<file path="src/rtl/sprite_line_fetcher.sv">
// sprite_line_fetcher
// Fetches one scanline's worth of sprite pixels from the 3-bit pixel memory.
// The pixel memory has a one-cycle registered read. Opaque, on-screen pixels
// are written into the line buffer.
// Optional feature: define SPRITE_HFLIP_EN to add the hflip input. With hflip
// high, the sprite row is read in mirrored column order.

module sprite_line_fetcher #(
    parameter int SPR_W       = 32,
    parameter int SPR_H       = 32,
    parameter int ADDR_W      = 11,
    parameter int PIX_W       = 3,
    parameter int LINE_W      = 640,
    parameter int TRANSPARENT = 0
) (
    input  logic              Clk,
    input  logic              Reset_n,
    input  logic              start,
    input  logic [9:0]        scanline,
    input  logic [9:0]        spr_x,
    input  logic [9:0]        spr_y,
    input  logic [ADDR_W-1:0] spr_base,
`ifdef SPRITE_HFLIP_EN
    input  logic              hflip,
`endif
    output logic              busy,
    output logic              done,
    output logic              hit,
    output logic [ADDR_W-1:0] rom_addr,
    input  logic [PIX_W-1:0]  rom_data,
    output logic              lb_we,
    output logic [9:0]        lb_addr,
    output logic [PIX_W-1:0]  lb_data
);

    localparam int COL_W = (SPR_W > 1) ? $clog2(SPR_W) : 1;
    localparam logic [COL_W-1:0] COL_LAST = COL_W'(SPR_W - 1);

    typedef enum logic [2:0] {
        S_IDLE,
        S_CHECK,
        S_FETCH,
        S_DRAIN,
        S_DONE
    } state_t;

    state_t            state_q, state_d;
    logic [9:0]        scanline_q, scanline_d;
    logic [9:0]        spr_x_q, spr_x_d;
    logic [9:0]        spr_y_q, spr_y_d;
    logic [ADDR_W-1:0] base_q, base_d;
    logic [9:0]        row_q, row_d;
    logic [COL_W-1:0]  col_q, col_d;
    logic              hit_q, hit_d;
    logic              ret_valid_q, ret_valid_d;
    logic [10:0]       ret_x_q, ret_x_d;
`ifdef SPRITE_HFLIP_EN
    logic              hflip_q, hflip_d;
`endif

    logic [9:0]        row_calc;
    logic [COL_W-1:0]  rd_col;

    // State and datapath registers. Reset also empties the read-return stage,
    // so an aborted request cannot leave a pending line-buffer write.
    always_ff @(posedge Clk or negedge Reset_n) begin
        if (!Reset_n) begin
            state_q     <= S_IDLE;
            scanline_q  <= '0;
            spr_x_q     <= '0;
            spr_y_q     <= '0;
            base_q      <= '0;
            row_q       <= '0;
            col_q       <= '0;
            hit_q       <= 1'b0;
            ret_valid_q <= 1'b0;
            ret_x_q     <= '0;
`ifdef SPRITE_HFLIP_EN
            hflip_q     <= 1'b0;
`endif
        end else begin
            state_q     <= state_d;
            scanline_q  <= scanline_d;
            spr_x_q     <= spr_x_d;
            spr_y_q     <= spr_y_d;
            base_q      <= base_d;
            row_q       <= row_d;
            col_q       <= col_d;
            hit_q       <= hit_d;
            ret_valid_q <= ret_valid_d;
            ret_x_q     <= ret_x_d;
`ifdef SPRITE_HFLIP_EN
            hflip_q     <= hflip_d;
`endif
        end
    end

    // Next-state logic and request sequencing. Each FETCH cycle issues one
    // read and arms the return stage, which sees the data one cycle later.
    always_comb begin
        state_d     = state_q;
        scanline_d  = scanline_q;
        spr_x_d     = spr_x_q;
        spr_y_d     = spr_y_q;
        base_d      = base_q;
        row_d       = row_q;
        col_d       = col_q;
        hit_d       = hit_q;
        ret_valid_d = 1'b0;
        ret_x_d     = ret_x_q;
`ifdef SPRITE_HFLIP_EN
        hflip_d     = hflip_q;
`endif
        row_calc    = scanline_q - spr_y_q;

        case (state_q)
            S_IDLE: begin
                if (start) begin
                    scanline_d = scanline;
                    spr_x_d    = spr_x;
                    spr_y_d    = spr_y;
                    base_d     = spr_base;
`ifdef SPRITE_HFLIP_EN
                    hflip_d    = hflip;
`endif
                    state_d    = S_CHECK;
                end
            end
            S_CHECK: begin
                if (row_calc >= 10'(SPR_H)) begin
                    hit_d   = 1'b0;
                    state_d = S_DONE;
                end else begin
                    hit_d   = 1'b1;
                    row_d   = row_calc;
                    col_d   = '0;
                    state_d = S_FETCH;
                end
            end
            S_FETCH: begin
                ret_valid_d = 1'b1;
                ret_x_d     = 11'(spr_x_q) + 11'(col_q);
                col_d       = col_q + 1'b1;
                if (col_q == COL_LAST) begin
                    state_d = S_DRAIN;
                end
            end
            S_DRAIN: begin
                state_d = S_DONE;
            end
            S_DONE: begin
                state_d = S_IDLE;
            end
            default: begin
                state_d = S_IDLE;
            end
        endcase
    end

    // Output decode. The read address is driven only while fetching, and the
    // line-buffer port is driven only while a read is returning.
    always_comb begin
`ifdef SPRITE_HFLIP_EN
        rd_col = hflip_q ? (COL_LAST - col_q) : col_q;
`else
        rd_col = col_q;
`endif
        busy     = (state_q != S_IDLE);
        done     = (state_q == S_DONE);
        hit      = (state_q == S_DONE) && hit_q;
        rom_addr = '0;
        if (state_q == S_FETCH) begin
            rom_addr = base_q + (ADDR_W'(row_q) * ADDR_W'(SPR_W)) + ADDR_W'(rd_col);
        end
        lb_we   = ret_valid_q && (rom_data != PIX_W'(TRANSPARENT)) && (ret_x_q < 11'(LINE_W));
        lb_addr = ret_valid_q ? ret_x_q[9:0] : '0;
        lb_data = ret_valid_q ? rom_data : '0;
    end

endmodule

</file>
<file path="config.mk">
export PLATFORM = sky130hd
export DESIGN_NAME = sprite_line_fetcher
export DESIGN_NICKNAME = d
export VERILOG_FILES = /design/src/rtl/sprite_line_fetcher.sv
export SDC_FILE = /design/constraint.sdc
export NUM_CORES = 1
export LEC_CHECK = 0
export CORE_MARGIN = 10
export CORE_UTILIZATION = 50
export CTS_BUF_LIST = sky130_fd_sc_hd__clkbuf_8
export DETAILED_ROUTE_END_ITERATION = 12
export PLACE_DENSITY = 0.86
export SYNTH_ARGS = -nofsm -noshare
export SYNTH_HDL_FRONTEND = slang
export SYNTH_SLANG_ARGS = --single-unit
</file>
<file path="constraint.sdc">
create_clock -name Clk -period 6.5 [get_ports Clk]
set_input_delay 1.3 -clock Clk [delete_from_list [all_inputs] [get_ports Clk]]
set_output_delay 1.3 -clock Clk [all_outputs]
set_load 0.1 [all_outputs]
</file>
==> flow_summary.toml, run 1 <==
[power_and_ir_drop]
clock_power_share = 0.133
switchingPower_mw = 0.985
p_leak_nw = 2.14
power_frac_seq = 0.320
combPwrFrac = 0.547
ir_drop_uv = 271
p_per_area_nw_per_um2 = 470
swShare = 0.434
p_int_mw = 1.29

[logic_synthesis]
netlist_area_sq_um = 3850
avgSynthCellArea_sq_um = 10.3
synth_seq_cells = 68
yosysWarnings = 0
ys_types = 44
syn-instance-count = 374
synth_nets = 450
seq_area_frac_synth = 0.442

[route]
wire_per_inst_um = 15.6
ant_nets = 0
viasPerCell = 5.35
drc_errors = 0
first_pass_iters = 4
drt-total-wl_mm = 8.57
vias = 2944
initialDrtViolationCount = 103

[sta]
setup_viol = 0
relSlewSlack = 0.322
setup_tns_ps = 0
timing.final.crit_share = 0.755
rsz0062_at_grt = "no"
layout_setup_ws_ps = 1590
drv_slew = 0
fin_skew_ps = 7.59
hold_viol = 0
worstMarginPinSlew_ps = 1020
fmax_mhz = 204
min_period_ps = 4910

[place]
gp_congestion = 0.854
hpwl_mm = 6.57
place_inst = 535
dpl_worst_slack_ps = 1960
io_buffers = 74
postPlaceCellArea_sq_um = 4660

[worst_setup_path]
crit_top_cell = "o21ai_0"
cp-start-kind = "register"
crit_arrival_ps = 3610
path_max_fanout = 6
cp.buffers_inverters = 1
criticalPathCategory = "register to output port"
end_kind = "output port"
critPathRequiredTime_ps = 5200
cpLargestDelayFamily = "buffers and inverters"
worstPathCellList = "ha_1 -> fa_1 -> a21oi_1 -> o211ai_1 -> o21ai_0 -> o21ai_0 -> xnor2_1 -> nor2_1 -> clkdlybuf4s50_1"
max_stage_delay_ps = 1160
slowest_stage = "clkdlybuf4s50_1"

[clock_tree]
cts-root-buf = "clkbuf_8"
cts_tree = "done"
postCtsSetupBuffers = 0
clock_sinks = 68
clock_path_buffers = 2
clk_pin_slew_worst_paths_ps = 70
cts_made_buffers = 9
htree_levels = 3
cts_resized = 0
hold_buffers = 0
clk_latency_ps = 340

[die]
initial_core_util = 0.523
dieHeight_um = 108
ios = 75
die-area_sq_um = 11600
core-area_sq_um = 7370
die_w_um = 108
rows = 31

[finish]
final_design_area_no_fill_sq_um = 4830
fillCellCount = 593
diodes = 0
layout_common_cells = "clkdlybuf4s50_1, dfrtp_1, o21ai_0"
fin_cells = 550
final_nets = 523
fin_util = 0.656
drive_above_1_share = 0.124
syn2layout_area_growth_pct = 25.5
final_common_cell = "clkdlybuf4s50_1"

[grt]
grt_max_degree = 69
grt_pass1_wl_mm = 14.4
gr-total-overflow = 0
track_usage = 0.155
grt_pass1_vias = 3042
antenna_found_initial = 0

[min_path]
hold_path.class = "register to register"

[run]
drv_cap = 0

[outcome]
status = "completed"
flip-flops by register name (all words and copies together) (netlist names):
name	cells
spr_x_q	10
scanline_q	10
ret_valid_q	1
spr_y_q	10
row_q	6
base_q	11
ret_x_q	11
col_q	5
hit_q	1
state_q	3
power by group through the flow:
stage / Sequential, mW / Combinational, mW / Clock [mW]
final: 0.726 / 1.24 / 0.303
after global placement: 0.725 / 1.18 / 0
after CTS: 0.728 / 1.24 / 0.312
after detailed placement: 0.736 / 1.23 / 0
after global routing: 0.750 / 1.38 / 0.330
after floorplan: 0.686 / 1.00 / 0
stage by stage:
step | power [mW] | hold WS [ps]
detailed placement | 1.97 | 464
global placement | 1.91 | 452
global route | 2.46 | 509
floorplan | 1.69 | 438
finish | 2.27 | 473
CTS | 2.28 | 479
area by class of cell:
class	instances	area (sq um)	share of cell area
multi-input cells	273	2020	0.418
flip-flops and latches	68	1700	0.352
repair buffers	75	743	0.154
clock buffers	11	151	0.0313
well taps	99	124	0.0256
inverters	20	75.1	0.0155
clock inverters	4	17.5	0.00363
per-layer routing:
metal  up-vias  wire length [um]  track usage
met5         -                 0            0
met4         0               119       0.0525
met3         8               595       0.0491
met2        96              4260        0.269
met1      1389              3590        0.175
li1       1451                 -            -
synth_stat cells:
master	count	share of area
or2_2	1	0.0016
nand4_1	1	0.0016
xnor2_1	9	0.020
a21o_1	6	0.012
ha_1	26	0.084
a21oi_1	11	0.014
nor3b_1	2	0.0039
o21ai_0	38	0.049
o2111ai_1	2	0.0045
dfrtp_1	68	0.44
and2_1	14	0.023
nand2_1	36	0.035
o21ai_2	1	0.0023
nand2b_1	6	0.0097
o211ai_1	1	0.0020
o21ai_1	1	0.0013
o221a_2	1	0.0029
or3b_2	1	0.0023
fa_1	3	0.016
mux2_2	34	0.099
or3_1	2	0.0032
and3_1	7	0.011
nor3_1	3	0.0039
a21boi_0	1	0.0020
nor4b_4	1	0.0062
xor2_1	11	0.025
o21a_1	5	0.0097
nor4_1	2	0.0032
buf_6	1	0.0029
nor2b_1	7	0.011
o31ai_1	2	0.0039
a221oi_1	1	0.0023
clkbuf_1	10	0.0097
mux2i_1	4	0.010
mux2_4	1	0.0039
nor2_1	16	0.016
inv_1	20	0.019
nand3_1	7	0.0091
a32oi_1	2	0.0045
a31oi_1	1	0.0016
o22ai_1	1	0.0016
a211oi_1	4	0.0078
buf_1	2	0.0020
nand3b_1	1	0.0020
cells by family after synthesis:
logic type / Yosys count / share of synthesized area
muxes: 39 / 0.114
AOI/OAI and AO/OA: 78 / 0.122
DFF: 68 / 0.442
buffers and inverters: 33 / 0.0341
xor gates and xnor gates: 20 / 0.0455
adders and majority gates: 29 / 0.100
and+or+nand+nor: 107 / 0.143
worst paths after layout:
| path | from | depth (start not counted) | endpoint | slack [ps] |
|---|---|---|---|---|
| max in group asynchronous | Reset_n | 2 | base_q[3] | 4830 |
| min in group asynchronous | Reset_n | 2 | scanline_q[4] | 1140 |
| setup reg to reg | scanline_q[0] | 10 | row_q[1] | 3400 |
| setup / recovery | col_q[0] | 9 | rom_addr[10] | 1590 |
| hold reg to reg | state_q[2] | 1 | state_q[0] | 470 |
| hold / removal | state_q[2] | 1 | state_q[0] | 470 |
Power figures use the tool's default switching activity.
==> run 2: changes to the inputs <==
==> constraint.sdc (replaced) <==
create_clock -name Clk -period 4.6 [get_ports Clk]
set_input_delay 0.92 -clock Clk [delete_from_list [all_inputs] [get_ports Clk]]
set_output_delay 0.92 -clock Clk [all_outputs]
set_load 0.1 [all_outputs]
==> flow_summary.toml, run 2 (synthesis gave the netlist of run 1 again) <==
[outcome]
status = "completed"

[worst_setup_path]
criticalPathCategory = "register to output port"
crit_arrival_ps = 2870
cp-start-kind = "register"
end_kind = "output port"
critPathRequiredTime_ps = 3680
path_max_fanout = 6

[place]
io_buffers = 74
hpwl_mm = 6.60
dpl_worst_slack_ps = 1250
gp_congestion = 0.832

[power_and_ir_drop]
ir_drop_uv = 441
p_leak_nw = 2.21
p_per_area_nw_per_um2 = 701

[finish]
final_common_cell = "dfrtp_1"
largestRegisters = "base_q x11, ret_x_q x11"
layout_common_cells = "dfrtp_1, clkdlybuf4s50_1, o21ai_0"
drive_above_1_share = 0.159
final_nets = 524
syn2layout_area_growth_pct = 27.3
diodes = 0

[route]
first_pass_iters = 4
vias = 2997
wire_per_inst_um = 16.0
ant_nets = 0
viasPerCell = 5.43
drt-total-wl_mm = 8.85
initialDrtViolationCount = 135
drc_errors = 0

[grt]
track_usage = 0.157
grt_pass1_vias = 3152
antenna_found_initial = 0
grt_pass1_wl_mm = 14.9
gr-total-overflow = 0
grt_max_degree = 52

[die]
dieHeight_um = 108
rows = 31
die_w_um = 108
core-area_sq_um = 7370
ios = 75
initial_core_util = 0.523
die-area_sq_um = 11600

[sta]
min_period_ps = 3790
rsz0062_at_grt = "no"
setup_tns_ps = 0
setup_viol = 0
relSlewSlack = 0.331
layout_setup_ws_ps = 808
fmax_mhz = 264
drv_slew = 0
hold_viol = 0
worstMarginPinSlew_ps = 1000
fin_skew_ps = 9.84
timing.final.crit_share = 0.824

[clock_tree]
cts_tree = "done"
cts_resized = 0
cts_made_buffers = 9
clk_latency_ps = 340
hold_buffers = 0
clock_path_buffers = 2
clk_pin_slew_worst_paths_ps = 80
cts-root-buf = "clkbuf_8"
htree_levels = 3
clock_sinks = 68
postCtsSetupBuffers = 0

[min_path]
hold_path.class = "register to register"

[run]
drv_cap = 0
## run 2: cell count changes in the layout (fill, tap and decap cells not counted)
| cell | previous run | this run |
|---|---|---|
| buf_4 | 1 | 16 |
| clkinv_2 | 2 | 0 |
| clkdlybuf4s50_1 | 73 | 59 |
| clkbuf_8 | 11 | 10 |
| bufinv_16 | 0 | 4 |
## run 2: path summary, 6_finish.rpt
path / startpoint / end / slack (ps) / cells past startpoint
worst min register to register: ret_x_q[3] / ret_x_q[3] / 480 / 2
max in group asynchronous: Reset_n / row_q[4] / 3050 / 2
worst max register to register: scanline_q[0] / row_q[3] / 1570 / 10
min in group asynchronous: Reset_n / spr_x_q[5] / 600 / 1
worst min-delay path: ret_x_q[3] / ret_x_q[3] / 480 / 2
worst max-delay path: col_q[0] / rom_addr[10] / 810 / 9
## run 2: cell type report
class / instances / area, sq um
Fill cell: 574 / 2470
Multi-Input combinational cell: 273 / 2020
Sequential cell: 68 / 1700
Timing Repair Buffer: 76 / 716
Clock buffer: 10 / 138
Clock inverter: 6 / 128
Tap cell: 99 / 124
Inverter: 20 / 75.1
## run 2: report_power, final
part | internal, mW | leakage (nW) | switching [mW]
sequential | 0.847 | 0.850 | 0.183
clock | 0.426 | 0.139 | 0.224
combinational | 0.747 | 1.22 | 1.01
## run 2: metal layers
metal  track usage  wire (um)
met1         0.180       3780
met2         0.273       4440
met3        0.0497        546
met4        0.0496         87
met5             0          0
## run 2: worst max-delay path: stages, from the launching register on
cell,delay [ps]
dfrtp_1,440
ha_1,230
fa_1,420
a21oi_1,200
o211ai_1,150
o21ai_0,280
o21ai_0,190
xnor2_1,170
nor2_1,120
buf_4,310
## run 2: stage by stage
stage	util	hold WS, ps	std cells	power [mW]	instance area, sq um
3_3_place_gp	0.629	453	536	2.70	4640
3_5_place_dp	0.629	463	536	2.77	4640
4_1_cts	0.665	480	552	3.45	4900
5_1_grt	0.665	514	552	3.69	4900
2_1_floorplan	-	438	374	2.39	3850
6_report	0.665	476	552	3.43	4900
==> run 3: changes to the inputs <==
--- a/config.mk
+++ b/config.mk
@@ -6,10 +6,10 @@
 export NUM_CORES = 1
 export LEC_CHECK = 0
 export CORE_MARGIN = 10
-export CORE_UTILIZATION = 50
+export CORE_UTILIZATION = 49
 export CTS_BUF_LIST = sky130_fd_sc_hd__clkbuf_8
 export DETAILED_ROUTE_END_ITERATION = 12
-export PLACE_DENSITY = 0.86
+export PLACE_DENSITY = 0.87
 export SYNTH_ARGS = -nofsm -noshare
 export SYNTH_HDL_FRONTEND = slang
 export SYNTH_SLANG_ARGS = --single-unit
==> constraint.sdc (replaced) <==
create_clock -name Clk -period 3.4 [get_ports Clk]
set_input_delay 0.68 -clock Clk [delete_from_list [all_inputs] [get_ports Clk]]
set_output_delay 0.68 -clock Clk [all_outputs]
set_load 0.1 [all_outputs]
==> flow_summary.toml, run 3 (synthesis gave the netlist of run 1 again) <==
[clock_tree]
cts_tree = "done"
clock_sinks = 68
clk_pin_slew_worst_paths_ps = 70
cts_made_buffers = 9
cts-root-buf = "clkbuf_8"
clk_latency_ps = 330
htree_levels = 3
clock_path_buffers = 2
hold_buffers = 0

[route]
first_pass_iters = 4
drc_errors = 0
vias = 2964
wire_per_inst_um = 15.4
viasPerCell = 5.35
drt-total-wl_mm = 8.51
initialDrtViolationCount = 117
ant_nets = 0

[finish]
fillCellCount = 607
largestRegisters = "base_q x11, ret_x_q x11"
syn2layout_area_growth_pct = 28.4
seqCellArea_sq_um = 1700
final_common_cell = "dfrtp_1"
final_nets = 527
multi_input_area_sq_um = 2070
diodes = 0
drive_above_1_share = 0.210
final_design_area_no_fill_sq_um = 4940
layout_common_cells = "dfrtp_1, clkdlybuf4s50_1, o21ai_0"

[worst_setup_path]
criticalPathCategory = "register to output port"
max_stage_delay_ps = 450
critical_path_depth = 9
critPathRequiredTime_ps = 2720
end_kind = "output port"
slowest_stage = "dfrtp_1"
rr_endpoint = "row_q[1]"
r2r_slack_ps = 460
cp-start-kind = "register"
cp.buffers_inverters = 1
crit_end = "rom_addr[10]"
crit_start = "col_q[0]"
worstPathCellList = "ha_1 -> fa_1 -> a21oi_2 -> o211ai_1 -> o21ai_1 -> o21ai_0 -> xnor2_1 -> nor2_2 -> buf_12"
cpLargestDelayFamily = "compound AO/OA/AOI/OAI gates"
crit_arrival_ps = 2640
timing.rr.start = "scanline_q[0]"
reg2regPathDepth = 11
path_max_fanout = 6

[grt]
grt_pass1_wl_mm = 14.3
grt_pass1_vias = 3059
track_usage = 0.149
grt_max_degree = 48
gr-total-overflow = 0
antenna_found_initial = 0

[run]
drv_cap = 0

[power_and_ir_drop]
p_int_mw = 2.48
ir_drop_uv = 738
p_leak_nw = 2.23
power_frac_seq = 0.316
power_mw = 4.39
swShare = 0.436
combPwrFrac = 0.561
switchingPower_mw = 1.91
clock_power_share = 0.122
p_per_area_nw_per_um2 = 888

[outcome]
status = "completed"

[place]
dpl_worst_slack_ps = 331
postPlaceCellArea_sq_um = 4790
gp_congestion = 0.869
io_buffers = 74
hpwl_mm = 6.73

[sta]
min_period_ps = 3320
layout_setup_ws_ps = 84.6
drv_slew = 0
setup_tns_ps = 0
worstMarginPinSlew_ps = 1000
fmax_mhz = 302
whs_ps = 476
hold_viol = 0
fin_skew_ps = 4.73
setup_viol = 0
rsz0062_at_grt = "yes"
timing.final.crit_share = 0.975
relSlewSlack = 0.333

[die]
die_w_um = 109
initial_core_util = 0.501
core-area_sq_um = 7690
die-area_sq_um = 11800
dieHeight_um = 109
rows = 32
ios = 75

[min_path]
hold_path.class = "register to register"
run 3: changes by cell type in the layout (fill, tap and decap cells not counted), sizes merged:
| cell | change |
|---|---|
| buf | +17 |
| bufinv | -4 |
| clkdlybuf4s50 | -14 |
run 3: layer usage:
metal | track usage | wire [um] | up-vias
met4 | 0.0461 | 57 | 0
met2 | 0.245 | 4200 | 78
met1 | 0.183 | 3640 | 1428
li1 | - | - | 1453
met3 | 0.0472 | 611 | 5
met5 | 0 | 0 | -
run 3: power by group through the flow:
stage               registers, mW  logic, mW  clock network (mW)
CTS                          1.39       2.46               0.550
global placement             1.38       2.35                   0
global route                 1.44       2.73               0.590
detailed placement           1.41       2.44                   0
finish                       1.39       2.47               0.537
floorplan                    1.31       1.94                   0
run 3: final cells by class:
type                       instances  area share
clock buffer                      10      0.0278
clock inverter                     2     0.00152
timing repair buffer              79       0.168
multi-input combinational        273       0.418
tap                              102      0.0258
sequential                        68       0.344
inverter                          20      0.0152
run 3: worst reg2reg max path: stages, from the launching register on:
cell	delay (ps)
dfrtp_1	370
inv_1	70
ha_1	160
inv_1	50
fa_1	420
a211oi_1	380
o21ai_1	140
o21ai_2	80
xnor2_1	130
nor4b_4	450
buf_4	240
mux2_2	330
run 3: how the worst min path moves through the flow:
stage	from	endpoint	slack [ps]	cells past startpoint
final	ret_x_q[0]	ret_x_q[0]	480	2
after CTS	ret_x_q[4]	ret_x_q[4]	480	2
after global routing	ret_x_q[5]	ret_x_q[5]	510	2
after detailed placement	ret_x_q[4]	ret_x_q[4]	460	2
after floorplan	Reset_n	base_q[0]	380	0
after global placement	ret_x_q[0]	ret_x_q[0]	460	2
run 3: through the flow:
stage          std cells  utilization
6_report             554        0.643
5_1_grt              554        0.643
4_1_cts              554        0.642
3_5_place_dp         542        0.623
3_3_place_gp         542        0.623
2_1_floorplan        374            -
run 3: timing repair:
item                       4_1_cts  5_1_grt
resized for setup                2        2
setup buffers                    0        0
pin swaps                        0        0
setup endpoints to repair        2        3
